===== config.mk =====
export PLATFORM = sky130hd
export DESIGN_NAME = pipelined_ks_adder
export DESIGN_NICKNAME = d
export VERILOG_FILES = /design/src/rtl/pipelined_ks_adder.sv
export SDC_FILE = /design/constraint.sdc
export NUM_CORES = 1
export LEC_CHECK = 0
export BUFFER_PORTS_ARGS = -buffer_cell sky130_fd_sc_hd__buf_4
export CORE_MARGIN = 5
export CORE_UTILIZATION = 42
export CTS_CLUSTER_SIZE = 28
export DETAILED_ROUTE_END_ITERATION = 10
export PLACE_DENSITY = 0.63
export SLEW_MARGIN = 20
export SYNTH_ARGS = -nofsm -noshare
export SYNTH_HDL_FRONTEND = slang
export SYNTH_SLANG_ARGS = --single-unit
export TNS_END_PERCENT = 50

===== constraint.sdc =====
create_clock -name clk -period 1.4 [get_ports clk]
set_clock_uncertainty 0.05 [all_clocks]
set_input_delay 0.07 -clock clk [delete_from_list [all_inputs] [get_ports clk]]
set_output_delay 0.07 -clock clk [all_outputs]
set_load 0.01 [all_outputs]

===== src/rtl/pipelined_ks_adder.sv =====
// Pipelined Kogge-Stone adder/subtractor with a valid/ready stream interface.
// One beat per cycle; every accepted beat emerges LEVELS+2 cycles after it is
// presented unless the consumer stalls.
//
// Handshake: an input beat transfers when in_valid && in_ready, an output beat
// transfers when out_valid && out_ready. The whole pipeline freezes as a unit
// whenever a result is presented but not taken (stall = out_valid && !out_ready),
// and in_ready is simply !stall, so it never looks at in_valid.
module pipelined_ks_adder #(
  parameter int WIDTH = 32
) (
  input  logic             clk,
  input  logic             rst_n,
  input  logic             in_valid,
  output logic             in_ready,
  input  logic [WIDTH-1:0] a,
  input  logic [WIDTH-1:0] b,
  input  logic             cin,
  input  logic [1:0]       mode,
  output logic             out_valid,
  input  logic             out_ready,
  output logic [WIDTH-1:0] sum,
  output logic             cout,
  output logic             ovf,
  output logic             zero
);

  localparam int LEVELS = $clog2(WIDTH);
  localparam int LAT    = LEVELS + 2;

  // Prefix vectors use index 0 for the incoming carry c0 (the "bit -1"
  // generate) and index i+1 for operand bit i. Only the low WIDTH indices are
  // needed: carry into bit i is the group generate over indices [0..i]. The
  // MSB's own generate/propagate are carried separately to form cout.

  logic             advance;
  logic [WIDTH-1:0] b_eff;
  logic             c0;
  logic [WIDTH-1:0] g_in;
  logic [WIDTH-1:0] p_in;

  logic [LAT-2:0]   v_q;
  logic [WIDTH-1:0] g_q  [0:LEVELS];
  logic [WIDTH-1:0] p_q  [0:LEVELS-1];
  logic [WIDTH-1:0] ps_q [0:LEVELS];
  logic [LEVELS:0]  gm_q;

  logic [WIDTH-1:0] g_nx [1:LEVELS];
  logic [WIDTH-1:0] p_nx [1:LEVELS];
  logic             unused_p;

  logic [WIDTH-1:0] carry;
  logic [WIDTH-1:0] sum_nx;
  logic             cout_nx;
  logic             ovf_nx;
  logic             zero_nx;

  assign advance  = !(out_valid && !out_ready);
  assign in_ready = advance;

  // The last level's group propagate is never consumed.
  assign unused_p = ^p_nx[LEVELS];

  // Operand conditioning: invert b for the subtract modes and pick c0.
  always_comb begin
    b_eff = mode[0] ? ~b : b;
    case (mode)
      2'b00:   c0 = 1'b0;
      2'b01:   c0 = 1'b1;
      default: c0 = cin;
    endcase
    g_in = {a[WIDTH-2:0] & b_eff[WIDTH-2:0], c0};
    p_in = {a[WIDTH-2:0] ^ b_eff[WIDTH-2:0], 1'b0};
  end

  // Kogge-Stone levels: level k combines each node with the one 2^(k-1) below.
  always_comb begin
    for (int k = 1; k <= LEVELS; k++) begin
      g_nx[k] = g_q[k-1];
      p_nx[k] = p_q[k-1];
      for (int i = (1 << (k - 1)); i < WIDTH; i++) begin
        g_nx[k][i] = g_q[k-1][i] | (p_q[k-1][i] & g_q[k-1][i-(1 << (k - 1))]);
        p_nx[k][i] = p_q[k-1][i] & p_q[k-1][i-(1 << (k - 1))];
      end
    end
  end

  // Final stage: sum bits, carry out of the MSB, signed overflow, zero flag.
  always_comb begin
    carry   = g_q[LEVELS];
    sum_nx  = ps_q[LEVELS] ^ carry;
    cout_nx = gm_q[LEVELS] | (ps_q[LEVELS][WIDTH-1] & carry[WIDTH-1]);
    ovf_nx  = carry[WIDTH-1] ^ cout_nx;
    zero_nx = (sum_nx == '0);
  end

  // Pipeline registers: all stages advance together or hold together.
  always_ff @(posedge clk or negedge rst_n) begin
    if (!rst_n) begin
      v_q       <= '0;
      gm_q      <= '0;
      out_valid <= 1'b0;
      sum       <= '0;
      cout      <= 1'b0;
      ovf       <= 1'b0;
      zero      <= 1'b0;
      for (int k = 0; k <= LEVELS; k++) begin
        g_q[k]  <= '0;
        ps_q[k] <= '0;
      end
      for (int k = 0; k < LEVELS; k++) begin
        p_q[k] <= '0;
      end
    end else if (advance) begin
      v_q[0]  <= in_valid;
      g_q[0]  <= g_in;
      p_q[0]  <= p_in;
      ps_q[0] <= a ^ b_eff;
      gm_q[0] <= a[WIDTH-1] & b_eff[WIDTH-1];
      for (int k = 1; k <= LEVELS; k++) begin
        v_q[k]  <= v_q[k-1];
        g_q[k]  <= g_nx[k];
        ps_q[k] <= ps_q[k-1];
        gm_q[k] <= gm_q[k-1];
      end
      for (int k = 1; k < LEVELS; k++) begin
        p_q[k] <= p_nx[k];
      end
      out_valid <= v_q[LEVELS];
      sum       <= sum_nx;
      cout      <= cout_nx;
      ovf       <= ovf_nx;
      zero      <= zero_nx;
    end
  end

endmodule


==> impl_metrics.json <==
{
  "drt_wl_total_mm": 57.6,
  "die_width_um": 235,
  "synth.lib_cells_used.distinct": 21,
  "crit_start": "out_valid",
  "antenna_cells": 0,
  "yosys.area_share.xor_xnor": 0.0263,
  "clockRootBuffer": "clkbuf_16",
  "area.growth.synth_to_final_pct": 33.2,
  "timing.critical_path.to": "in_ready",
  "combinational_family_with_the_most_area_after_synthesis": "simple AND/OR/NAND/NOR gates",
  "mappedNetlistNets": 2418,
  "fp.dieArea_um2": 55300,
  "setup-violations-final": 530,
  "cts.reportedPaths.clkPinSlew_ns": 0.06,
  "synth-seq-cells": 530,
  "pwr_density_cell_nw_per_um2": 2160,
  "ir_worst_vdd_v": 0.00100,
  "antenna_found_initial": 0,
  "setup_repair_after_global_routing_missed_its_margin": "yes",
  "synth_sequential_area_ratio": 0.623,
  "start_kind": "flop",
  "tightest_slew_ns": 0.724,
  "detail_route.drc_violations": 0,
  "number_of_standard_cell_rows_in_the_floorplan": 82,
  "failed_checks": "setup timing",
  "critPathArrivalTime_ns": 1.62,
  "seq_power_share": 0.443,
  "area_fraction_in_and_or_nand_and_nor_cells_after_synthesis": 0.232,
  "critical_path.reg2reg.endpoint": "carry[16]",
  "rrSetupSlack_ns": -0.31,
  "cp_top_family": "buffers and inverters",
  "cp_data_required_time_ns": 1.28,
  "grt_pass1_wl_mm": 88.6,
  "finalMaxSlewViolations": 0,
  "path_depth": 5,
  "syn_inst": 2314,
  "yosys_warnings": 0,
  "worst_skew_pair.late_latency_ns": 0.61,
  "max_capacitance_violation_total": 0,
  "number_of_hold_violations_in_the_final_report": 0,
  "final.min_clock_period_ns": 1.74,
  "final.setup.worst_slack_ns": -0.339,
  "final_core_util": 0.565,
  "nets": 2716,
  "globalRouteOverflowTotal": 0,
  "start_util": 0.424,
  "reg2reg_depth": 8,
  "chipHeight_um": 235,
  "n_fill_cell": 4220,
  "critical_path.endpoint_type": "output port",
  "worst_reg2reg_path_startpoint": "out_valid",
  "power.internal_w": 0.0396,
  "netSwitchingFraction": 0.353,
  "critical_path.max_stage_delay_ns": 0.36,
  "path_cells": "nor2b_4 > inv_8 > buf_12 > buf_16 > buf_6",
  "via_count": 16700,
  "ios": 108,
  "globalplace.congestion": 0.837,
  "dpl-instance-area_um2": 23500,
  "period_share": 1.24,
  "p_leak_nw": 14.1,
  "cts_buffer_depth": 3,
  "numCtsBuffers": 53,
  "min_path_type": "input pin to async pin",
  "synth_adder_area_share": 0.0194,
  "grt_overall_usage": 0.193,
  "critical_path_buf_inv_count": 4,
  "core_area_um2": 50200,
  "status": "complete, but fails checks",
  "tritoncts": "built",
  "cpMaxStageDelayCell": "dfrtp_1",
  "clkPwrFrac": 0.239,
  "h-tree-depth": 2,
  "vias_per_cell": 5.01,
  "layout-drive-gt1-share": 0.184,
  "drtAntennaViolNets": 0,
  "drt_iter0_drc": 1223,
  "synth_compound_gate_area_share": 0.0693,
  "post_drt_wl_per_cell_um": 17.3,
  "dp_hpwl_mm": 35.9,
  "synthesis.area_per_instance_um2": 9.20,
  "number_of_global_route_vias_before_repair": 16400,
  "clock_sink_count": 530,
  "max-slew-margin-rel": 0.516,
  "hold-worst-slack_ns": 0.0249,
  "largest_net_degree_at_the_start_of_global_routing": 87,
  "criticalPathCategory": "flop to output port",
  "netSwitchingPower_w": 0.0216,
  "place.port_buffers": 107,
  "max_clock_freq_ghz": 0.575,
  "final_cell_area_um2": 28300,
  "worst-path-max-fanout": 2,
  "muxShareOfSynthArea": 0.000470,
  "syn_area_um2": 21300,
  "drtPass1Iterations": 5,
  "comb_power_share": 0.318
}
[worst register-to-register path, stage by stage, from the launching register on]
cell,delay (ns)
dfrtp_1,0.36
nor2b_4,0.25
buf_4,0.16
buf_8,0.14
buf_12,0.17
buf_4,0.14
clkbuf_16,0.15
nand2_1,0.07
o21ai_0,0.11
[cells by family after synthesis]
| logic type | after synthesis |
|---|---|
| adders and majority gates | 33 |
| DFF | 530 |
| buffers and inverters | 121 |
| AOI/OAI and AO/OA | 293 |
| and+or+nand+nor | 1272 |
| xor gates and xnor gates | 64 |
| muxes | 1 |
[cell usage in the layout (no fill, tap or decap), drive strengths merged, types with 2 or more instances in the layout]
cell            n
nand4           7
nor2           34
o21ai         130
a21oi         161
xor2           33
nand3          98
inv             3
clkbuf        102
bufinv          6
nand2        1129
clkinv         10
ha             33
dfrtp         530
buf           232
bufbuf          3
nor4            2
dlygate4sd3   101
xnor2          31
[layer usage]
metal  track usage  part of all wire  up-vias
li1              -                 -     8009
met1         0.279              0.45     8153
met2         0.309              0.48      393
met3        0.0268             0.047       98
met4        0.0531             0.024        0
met5             0                 0        -
[how the worst min path moves through the flow]
stage,slack (ns),endpoint,from,cells past startpoint
floorplan,-0.28,carry[0],rst_n,0
global placement,-0.11,ps_q[104],rst_n,1
detailed placement,-0.11,g_q[166],rst_n,1
CTS,0.007,g_q[123],rst_n,3
global route,0.04,g_q[94],rst_n,3
finish,0.02,g_q[123],rst_n,3
[sequential cells by signal (all words and copies together) (netlist names)]
register / cells
v_q: 6
g_nx: 31
out_valid: 1
ovf: 1
zero: 1
gm_q: 6
cout: 1
ps_q: 192
g_q: 129
carry: 32
p_q: 98
sum: 32
[synthesized netlist by cell type]
cell type	n	area, um2
nor2_1	34	128
dfrtp_1	530	13300
nor2b_4	1	13.8
nand2b_1	1	6.26
a21oi_1	161	806
nand3_1	98	490
clkbuf_1	18	67.6
nand4_1	7	43.8
o21ai_0	130	651
o21a_1	1	7.51
xor2_1	33	289
inv_2	1	3.75
buf_2	86	430
xnor2_1	31	272
mux2i_1	1	10.0
a32o_1	1	10.0
buf_4	14	105
nor4_1	2	12.5
ha_1	33	413
nand2_1	1129	4240
buf_6	2	22.5
[layout make-up]
class,count,area [um2],share of cell area
clock buffer,75,1540,0.0543
sequential,530,13300,0.468
tap,672,841,0.0297
multi-input combinational,1663,8000,0.282
clock inverter,19,255,0.00901
timing repair buffer,363,4440,0.157
inverter,1,11.3,0.000397
[what timing repair did]
| item | CTS | global route |
|---|---|---|
| hold endpoints to repair | 596 | 0 |
| pin swaps | 5 | 20 |
| buffers inserted | 7 | 9 |
| setup endpoints to repair | 358 | 544 |
| resized for setup | 41 | 180 |
| hold buffers | 101 | 0 |
| cloned | 11 | 32 |
[power groups by stage]
stage | logic (W) | clock network (W) | registers [W]
after CTS | 0.0168 | 0.0149 | 0.0267
after floorplan | 0.00913 | 0 | 0.0249
after global routing | 0.0216 | 0.0155 | 0.0278
after global placement | 0.0147 | 0 | 0.0266
final | 0.0194 | 0.0146 | 0.0271
after detailed placement | 0.0150 | 0 | 0.0269
[stage by stage]
step                      TNS, ns  worst slack, ns  power (W)  instances
after floorplan                 0          0.00346     0.0341       2314
after CTS                  -65.27           -0.346     0.0583       3283
after detailed placement   -12.59           -0.213     0.0419       3070
after global placement      -5.55           -0.196     0.0413       3070
after global routing      -125.50           -0.376     0.0648       3323
final                      -97.14           -0.339     0.0612       3323
(Power assumes the default switching activity.)
